--- config.mk ---
export PLATFORM = sky130hd
export DESIGN_NAME = fminmax_pipe_flat
export DESIGN_NICKNAME = d
export VERILOG_FILES = /design/src/rtl/fminmax_pipe_if.sv /design/src/rtl/fminmax_pipe.sv /design/src/flat_wrapper.sv
export SDC_FILE = /design/constraint.sdc
export NUM_CORES = 1
export LEC_CHECK = 0
export CORE_ASPECT_RATIO = 1.5
export CORE_MARGIN = 1
export CORE_UTILIZATION = 50
export DETAILED_ROUTE_END_ITERATION = 6
export PLACE_DENSITY = 0.91
export SLEW_MARGIN = 5
export SYNTH_ARGS = -nofsm -noshare
export SYNTH_HDL_FRONTEND = slang
export SYNTH_SLANG_ARGS = --single-unit
--- constraint.sdc ---
create_clock -name CLK -period 5.1 [get_ports CLK]
set_input_delay 1.02 -clock CLK [delete_from_list [all_inputs] [get_ports CLK]]
set_output_delay 1.02 -clock CLK [all_outputs]
set_load 0.01 [all_outputs]
--- src/rtl/fminmax_pipe_if.sv ---
// Operand/result handshake bundle for fminmax_pipe.
// master = producer/consumer side, slave = the min/max unit.
interface fminmax_pipe_if #(
    parameter int EXP_W = 8,
    parameter int MAN_W = 23,
    parameter int TAG_W = 5
);
    localparam int W = 1 + EXP_W + MAN_W;

    logic             in_valid;
    logic             in_ready;
    logic [W-1:0]     in1;
    logic [W-1:0]     in2;
    logic             op_max;
    logic [TAG_W-1:0] in_tag;
    logic             out_valid;
    logic             out_ready;
    logic [W-1:0]     result;
    logic [TAG_W-1:0] out_tag;
    logic             invalid;
    logic             nv_sticky;
    logic             nv_clr;

    modport master (
        output in_valid, in1, in2, op_max, in_tag, out_ready, nv_clr,
        input  in_ready, out_valid, result, out_tag, invalid, nv_sticky
    );

    modport slave (
        input  in_valid, in1, in2, op_max, in_tag, out_ready, nv_clr,
        output in_ready, out_valid, result, out_tag, invalid, nv_sticky
    );
endinterface

--- src/rtl/fminmax_pipe.sv ---
// Two-stage IEEE-754 FMIN/FMAX with valid/ready flow control and sticky NV flag.
// S1 holds operand classes plus the sign-magnitude compare; S2 holds the selected result.
module fminmax_pipe #(
    parameter int EXP_W = 8,
    parameter int MAN_W = 23,
    parameter int TAG_W = 5
) (
    input  logic          CLK,
    input  logic          RST,
    fminmax_pipe_if.slave bus
);
    localparam int W = 1 + EXP_W + MAN_W;
    localparam logic [W-1:0] QNAN = {1'b0, {EXP_W{1'b1}}, 1'b1, {(MAN_W-1){1'b0}}};

    function automatic logic f_is_nan(input logic [W-1:0] v);
        return (&v[W-2:MAN_W]) & (|v[MAN_W-1:0]);
    endfunction

    function automatic logic f_is_snan(input logic [W-1:0] v);
        return f_is_nan(v) & ~v[MAN_W-1];
    endfunction

    // -0 sorts below +0 because differing signs are decided by sign alone.
    function automatic logic f_lt(input logic [W-1:0] a, input logic [W-1:0] b);
        return (a[W-1] != b[W-1]) ? a[W-1] :
               (a[W-1] ? (a[W-2:0] > b[W-2:0]) : (a[W-2:0] < b[W-2:0]));
    endfunction

    logic             r_s1_valid;
    logic [W-1:0]     r_s1_a;
    logic [W-1:0]     r_s1_b;
    logic             r_s1_op_max;
    logic [TAG_W-1:0] r_s1_tag;
    logic             r_s1_a_nan;
    logic             r_s1_b_nan;
    logic             r_s1_a_snan;
    logic             r_s1_b_snan;
    logic             r_s1_a_lt_b;

    logic             r_s2_valid;
    logic [W-1:0]     r_s2_result;
    logic [TAG_W-1:0] r_s2_tag;
    logic             r_s2_invalid;
    logic             r_nv_sticky;

    logic             w_s2_load;
    logic             w_s1_load;
    logic [W-1:0]     w_sel;
    logic             w_inv;
    logic             w_nv_set;

    assign w_s2_load = ~r_s2_valid | bus.out_ready;
    assign w_s1_load = ~r_s1_valid | w_s2_load;
    assign w_nv_set  = r_s2_valid & bus.out_ready & r_s2_invalid;

    assign bus.in_ready  = w_s1_load;
    assign bus.out_valid = r_s2_valid;
    assign bus.result    = r_s2_result;
    assign bus.out_tag   = r_s2_tag;
    assign bus.invalid   = r_s2_invalid;
    assign bus.nv_sticky = r_nv_sticky;

    // Stage 1: classify operands and resolve their ordering.
    always_ff @(posedge CLK or posedge RST) begin
        if (RST) begin
            r_s1_valid  <= 1'b0;
            r_s1_a      <= {W{1'b0}};
            r_s1_b      <= {W{1'b0}};
            r_s1_op_max <= 1'b0;
            r_s1_tag    <= {TAG_W{1'b0}};
            r_s1_a_nan  <= 1'b0;
            r_s1_b_nan  <= 1'b0;
            r_s1_a_snan <= 1'b0;
            r_s1_b_snan <= 1'b0;
            r_s1_a_lt_b <= 1'b0;
        end else if (w_s1_load) begin
            r_s1_valid <= bus.in_valid;
            if (bus.in_valid) begin
                r_s1_a      <= bus.in1;
                r_s1_b      <= bus.in2;
                r_s1_op_max <= bus.op_max;
                r_s1_tag    <= bus.in_tag;
                r_s1_a_nan  <= f_is_nan(bus.in1);
                r_s1_b_nan  <= f_is_nan(bus.in2);
                r_s1_a_snan <= f_is_snan(bus.in1);
                r_s1_b_snan <= f_is_snan(bus.in2);
                r_s1_a_lt_b <= f_lt(bus.in1, bus.in2);
            end
        end
    end

    // Result selection; operand a wins when op_max disagrees with a<b.
    always_comb begin
        w_sel = r_s1_b;
        w_inv = r_s1_a_snan | r_s1_b_snan;
        case ({r_s1_a_nan, r_s1_b_nan})
            2'b11:   w_sel = QNAN;
            2'b10:   w_sel = r_s1_b;
            2'b01:   w_sel = r_s1_a;
            2'b00:   w_sel = (r_s1_op_max ^ r_s1_a_lt_b) ? r_s1_a : r_s1_b;
            default: w_sel = QNAN;
        endcase
    end

    // Stage 2: output register, held while the consumer stalls.
    always_ff @(posedge CLK or posedge RST) begin
        if (RST) begin
            r_s2_valid   <= 1'b0;
            r_s2_result  <= {W{1'b0}};
            r_s2_tag     <= {TAG_W{1'b0}};
            r_s2_invalid <= 1'b0;
        end else if (w_s2_load) begin
            r_s2_valid <= r_s1_valid;
            if (r_s1_valid) begin
                r_s2_result  <= w_sel;
                r_s2_tag     <= r_s1_tag;
                r_s2_invalid <= w_inv;
            end
        end
    end

    // Sticky NV: a flagged result leaving the block outranks a clear request.
    always_ff @(posedge CLK or posedge RST) begin
        if (RST) begin
            r_nv_sticky <= 1'b0;
        end else if (w_nv_set) begin
            r_nv_sticky <= 1'b1;
        end else if (bus.nv_clr) begin
            r_nv_sticky <= 1'b0;
        end
    end
endmodule
--- src/flat_wrapper.sv ---
// flat-port wrapper written by rule: the top's interface ports become plain ports
module fminmax_pipe_flat 
#(
    parameter int EXP_W = 8,
    parameter int MAN_W = 23,
    parameter int TAG_W = 5
)
  (CLK, RST, bus_in_valid, bus_in1, bus_in2, bus_op_max, bus_in_tag, bus_out_ready, bus_nv_clr, bus_in_ready, bus_out_valid, bus_result, bus_out_tag, bus_invalid, bus_nv_sticky);
  fminmax_pipe_if #(.EXP_W(EXP_W), .MAN_W(MAN_W), .TAG_W(TAG_W)) bus_i ();
  input  logic CLK;
  input  logic RST;
  input wire logic [$bits(bus_i.in_valid)-1:0] bus_in_valid;
  input wire logic [$bits(bus_i.in1)-1:0] bus_in1;
  input wire logic [$bits(bus_i.in2)-1:0] bus_in2;
  input wire logic [$bits(bus_i.op_max)-1:0] bus_op_max;
  input wire logic [$bits(bus_i.in_tag)-1:0] bus_in_tag;
  input wire logic [$bits(bus_i.out_ready)-1:0] bus_out_ready;
  input wire logic [$bits(bus_i.nv_clr)-1:0] bus_nv_clr;
  output wire logic [$bits(bus_i.in_ready)-1:0] bus_in_ready;
  output wire logic [$bits(bus_i.out_valid)-1:0] bus_out_valid;
  output wire logic [$bits(bus_i.result)-1:0] bus_result;
  output wire logic [$bits(bus_i.out_tag)-1:0] bus_out_tag;
  output wire logic [$bits(bus_i.invalid)-1:0] bus_invalid;
  output wire logic [$bits(bus_i.nv_sticky)-1:0] bus_nv_sticky;
  assign bus_i.in_valid = bus_in_valid;
  assign bus_i.in1 = bus_in1;
  assign bus_i.in2 = bus_in2;
  assign bus_i.op_max = bus_op_max;
  assign bus_i.in_tag = bus_in_tag;
  assign bus_i.out_ready = bus_out_ready;
  assign bus_i.nv_clr = bus_nv_clr;
  assign bus_in_ready = bus_i.in_ready;
  assign bus_out_valid = bus_i.out_valid;
  assign bus_result = bus_i.result;
  assign bus_out_tag = bus_i.out_tag;
  assign bus_invalid = bus_i.invalid;
  assign bus_nv_sticky = bus_i.nv_sticky;
  fminmax_pipe #(.EXP_W(EXP_W), .MAN_W(MAN_W), .TAG_W(TAG_W)) u_core (.CLK(CLK), .RST(RST), .bus(bus_i));
endmodule
# After elaboration in Yosys (flattened, before gate mapping)
# Cells that the tools add are included.
totals:
  regBits: 116
  in_bits: 75
  output_inout_bits: 41
  word_cells: 49
op_classes:
  order_cmp: 2
  n_eq_ne: 4
  mux: 6
  bitwise_logic: 14
  n_reduce_logical: 8
ops:
  columns: ["op", "n"]
  rows:
  - ["32-bit case mux with 4 select lines", 1]
  - ["23-bit OR reduction", 2]
  - ["32-bit two-way mux", 1]
  - ["31-bit greater-than comparator", 1]
  - ["31-bit < comparator", 1]
  - ["8-bit AND reduction", 2]
  - ["1-bit bitwise AND", 6]
  - ["2-bit equality test, second input constant", 2]
  - ["1-bit two-way mux", 4]
  - ["1-bit inverter", 4]
  - ["2-bit AND reduction", 2]
  - ["1-bit bitwise OR", 3]
  - ["2-bit by 1-bit equality test with 1-bit output, second input constant", 1]
  - ["2-bit zero test", 1]
  - ["2-bit nonzero test", 1]
  - ["1-bit inequality test", 1]
  - ["1-bit XOR", 1]

# Longest topological paths before layout
depth:
  word_depth: 4
  ltp_mapped: 8
  depth_no_buf: 8

# Least setup slack after synthesis
# Ideal clock, no wire load.
synth_timing:
  path_type: "input -> register"
  from: "in bus_in2[30]"
  to: "reg u_core.r_s1_a_lt_b"
  setup_time_ps: 87
  arrival_time_ps: 2322
  t_required_ps: 5013
  slack_ps: 2691
  path_stages: 8
  n_path_buf: 0
  cell_sequence: "inv_1 ha_1 nand4_2 nor4_2 nand2_1 a31oi_2 o22ai_1 a211oi_2"
synth_between:
  elab_chain_len: 3
  word_cells_on_any_way: 4
  cone_classes: "2 x order compare; 2 x mux"
synth_rtl:
  columns: ["item", "line", "source"]
  rows:
  - ["from (decl)", "flat_wrapper.sv:14", "input wire logic [$bits(bus_i.in2)-1:0] bus_in2;"]
  - ["31-bit < comparator or 31-bit greater-than comparator (tied branches)", "fminmax_pipe.sv:26", "(a[W-1] ? (a[W-2:0] > b[W-2:0]) : (a[W-2:0] < b[W-2:0]));"]
  - ["1-bit two-way mux (*)", "fminmax_pipe.sv:26", null]
  - ["1-bit two-way mux (*)", "fminmax_pipe.sv:25", "return (a[W-1] != b[W-1]) ? a[W-1] :"]
  - ["to (signal assigned)", "fminmax_pipe.sv:87", "r_s1_a_lt_b <= f_lt(bus.in1, bus.in2);"]
  - ["to (decl)", "fminmax_pipe.sv:38", "logic r_s1_a_lt_b;"]
# Mark *: on every way between the ends. The rest lies on a longest branch, timed or not.
# A chain may end at the register's enable or synchronous reset.

# Final worst setup path
layout_timing:
  from: "in bus_out_ready"
  to: "out bus_in_ready"
layout_between:
  elab_chain_len: 2
layout_rtl:
  columns: ["item", "line", "source"]
  rows:
  - ["from (decl)", "flat_wrapper.sv:17", "input wire logic [$bits(bus_i.out_ready)-1:0] bus_out_ready;"]
  - ["1-bit bitwise OR", "fminmax_pipe.sv:52", "assign w_s2_load = ~r_s2_valid | bus.out_ready;"]
  - ["1-bit bitwise OR", "fminmax_pipe.sv:53", "assign w_s1_load = ~r_s1_valid | w_s2_load;"]
  - ["to (decl)", "flat_wrapper.sv:19", "output wire logic [$bits(bus_i.in_ready)-1:0] bus_in_ready;"]
# No other way between the ends.

==> impl_metrics.csv <==
group,metric,value,unit
placement,dpl_cell_area,0.00666,mm2
finish,area.growth.synth_to_final,33.1,%
timing,finalSetupViolCount,0,
worst_setup_path,slowest_delay,0.59,ns
die,num_rows,46,
synthesis,yosysSeqAreaShare,53.9,%
route,drt_iter0_drc,293,
clock_tree,insertion_delay,0.40,ns
worst_setup_path,crit_fanout,5,
timing,fin_tns_setup,0,ns
clock_tree,clock_path_buffers,2,
synthesis,syn-instance-count,515,
worst_setup_path,crit_top_cell,"clkdlybuf4s50_1",
min_path,hold_path_class,"register to register",
finish,num_antenna_cells,0,
finish,layout_common_cells,"116 x dfrtp_1, 115 x clkdlybuf4s50_1, 85 x nand2_1",
route,ant_nets,0,
synthesis,yosysUniqueCellTypes,32,
clock_tree,cts_resized,0,
route,drc,0,
clock_tree,cts_buffers,17,
worst_setup_path,path_class,"primary input to primary output",
timing,setup_ws,1.75,ns
synthesis,synth.avg_cell_area,10.5,um2
run,cap_violations,0,
die,core,0.0105,mm2
power_and_ir_drop,power.density,416,mW/mm2
placement,pre_cts_ws,1.75,ns
placement,portBuffers,115,
route,first_pass_iters,5,
die,die_h,129,um
timing,finalHoldViolations,0,
die,start_util,51.2,%
route,vias_per_cell,5.66,
finish,fill_cells,772,
timing,worst_pin_slew,1.10,ns
power_and_ir_drop,finalPower,2.99,mW
grt,grt_pass1_wl,22.5,mm
die,io_pins,116,
route,wl,13.8,mm
route,wire_per_inst,17.6,um
clock_tree,htree_levels,4,
finish,final_cell_area,0.00718,mm2
power_and_ir_drop,peakVddDrop,0.243,mV
clock_tree,cts_setup_buffers,0,
finish,drive_gt1_share,13.0,%
placement,place.gp.congestion,0.857,
status,status,"finished, final reports clean",
clock_tree,cts-root-buf,"clkbuf_16",
worst_setup_path,cp-end-kind,"primary output",
placement,dp_hpwl,9.84,mm
die,dieArea,0.0112,mm2
clock_tree,cts_tree,"done",
timing,period_needed,3.35,ns
route,via_count,4438,
clock_tree,cts_hold_buffers,0,
timing,period_share,65.7,%
clock_tree,clkSinkCount,116,
worst_setup_path,path_cells,"clkdlybuf4s50_1 > nand3b_1 > clkdlybuf4s50_1",
grt,grt_pass1_vias,4718,
synthesis,ys_warn_count,0,
grt,antenna_found_initial,0,
clock_tree,clk_pin_slew,0.05,ns
timing,fin_skew,0.00425,ns
timing,grt_setup_unrepaired,"no",
grt,grt_max_degree,109,
grt,grt_usage,26.8,%
worst_setup_path,arrival,2.33,ns
finish,nets,736,
timing,fmax,298,MHz
grt,overflow,0,
power_and_ir_drop,leakage,3.19,nW
synthesis,synth_enable_flop_cells,0,
synthesis,netlist_area,0.00539,mm2
synthesis,async_flop_share,100,%
worst_setup_path,cp-start-kind,"primary input",
synthesis,synth-main-ff-cell,"dfrtp_1",
finish,layout.cells.most_common,"dfrtp_1",
timing,slew-limit-headroom,26.5,%
die,fp.dieW,86.8,um
worst_setup_path,slowest_stage,"clkdlybuf4s50_1",
synthesis,synth-seq-cells,116,
timing,slew_viol_final,0,
worst_setup_path,required,4.08,ns
synthesis,synth_fp_nets,621,
[final cells by class]
| class | count | area, um2 | area share, % |
|---|---|---|---|
| sequential | 116 | 2900 | 40.4 |
| multi-input combinational | 342 | 2260 | 31.5 |
| timing repair buffer | 120 | 1190 | 16.6 |
| clock buffer | 23 | 488 | 6.80 |
| tap | 144 | 180 | 2.51 |
| inverter | 33 | 126 | 1.76 |
| clock inverter | 6 | 30.0 | 0.418 |
[stage by stage]
| stage | util [%] | hold WS (ns) | instances |
|---|---|---|---|
| 6_report | 68.1 | 0.479 | 784 |
| 5_1_grt | 68.1 | 0.513 | 784 |
| 4_1_cts | 68.1 | 0.482 | 784 |
| 3_5_place_dp | 63.2 | 0.471 | 755 |
| 3_3_place_gp | 63.2 | 0.459 | 755 |
| 2_1_floorplan | - | 0.450 | 515 |
[sequential cells by signal, summed over array words and instances, names as in the netlist]
register / flops
u_core.bus.result: 32
u_core.r_s1_a: 32
u_core.r_s1_b: 32
u_core.bus.out_tag: 5
u_core.r_s1_tag: 5
u_core.bus.invalid: 1
u_core.bus.nv_sticky: 1
u_core.bus.out_valid: 1
u_core.r_s1_a_lt_b: 1
u_core.r_s1_a_nan: 1
u_core.r_s1_a_snan: 1
u_core.r_s1_b_nan: 1
u_core.r_s1_b_snan: 1
u_core.r_s1_op_max: 1
u_core.r_s1_valid: 1
[synth_stat cells (2+ instances only)]
cell | instances | share of area (%)
dfrtp_1 | 116 | 54
nand2_1 | 85 | 5.9
o21ai_0 | 55 | 5.1
mux2_2 | 43 | 9.0
inv_1 | 33 | 2.3
ha_1 | 31 | 7.2
a22oi_1 | 23 | 3.2
o21ai_1 | 21 | 1.9
a21oi_1 | 17 | 1.6
buf_2 | 14 | 1.3
nand4_1 | 10 | 1.2
nor4_1 | 10 | 1.2
o22ai_1 | 10 | 1.2
clkbuf_1 | 8 | 0.56
nor2_1 | 8 | 0.56
nor3_1 | 5 | 0.46
nand2b_1 | 4 | 0.46
nand3_1 | 3 | 0.28
a21o_1 | 2 | 0.28
buf_1 | 2 | 0.14
nand3b_1 | 2 | 0.28
nor2b_1 | 2 | 0.23
or2_1 | 2 | 0.23
[routing by layer]
metal	share of wire (%)	vias to the layer above	track usage [%]	wire length, um
li1	-	2036	-	-
met1	38	2209	29.6	5260
met2	54	164	48.8	7490
met3	4.8	29	5.03	656
met4	2.6	0	13.0	351
met5	0	-	0	0
[power breakdown]
group / internal, mW / total (mW) / leakage [nW] / switching, mW
clock network: 0.656 / 1.03 / 0.264 / 0.373
logic: 0.386 / 0.754 / 1.51 / 0.368
registers: 1.10 / 1.20 / 1.41 / 0.102
[worst max-delay path, delay by kind of cell]
| kind | cells | cell delay, ns |
|---|---|---|
| buffers and inverters | 2 | 1.07 |
| AND/OR/NAND/NOR | 1 | 0.24 |
[kinds of logic (layout without fill, tap and decap cells)]
| logic type | Yosys count | count (layout) | synth area share (%) |
|---|---|---|---|
| and+or+nand+nor | 136 | 136 | 11.6 |
| AOI/OAI and AO/OA | 131 | 131 | 13.9 |
| DFF | 116 | 116 | 53.9 |
| buffers and inverters | 57 | 182 | 4.29 |
| muxes | 43 | 43 | 8.98 |
| adders and majority gates | 31 | 31 | 7.20 |
| xor gates and xnor gates | 1 | 1 | 0.163 |
[path summary, 6_finish.rpt]
check,from,end,slack [ns],cells after the start
hold reg to reg,u_core.r_s1_a_snan,u_core.r_s1_a_snan,0.48,2
hold / removal,u_core.r_s1_a_snan,u_core.r_s1_a_snan,0.48,2
setup reg to reg,u_core.bus.out_valid,u_core.r_s1_a_snan,2.94,5
max in group asynchronous,RST,u_core.bus.result[26],3.25,3
min in group asynchronous,RST,u_core.bus.result[7],0.94,2
setup / recovery,bus_out_ready,bus_in_ready,1.75,3
Note: power is estimated with default switching activity, not from simulation.
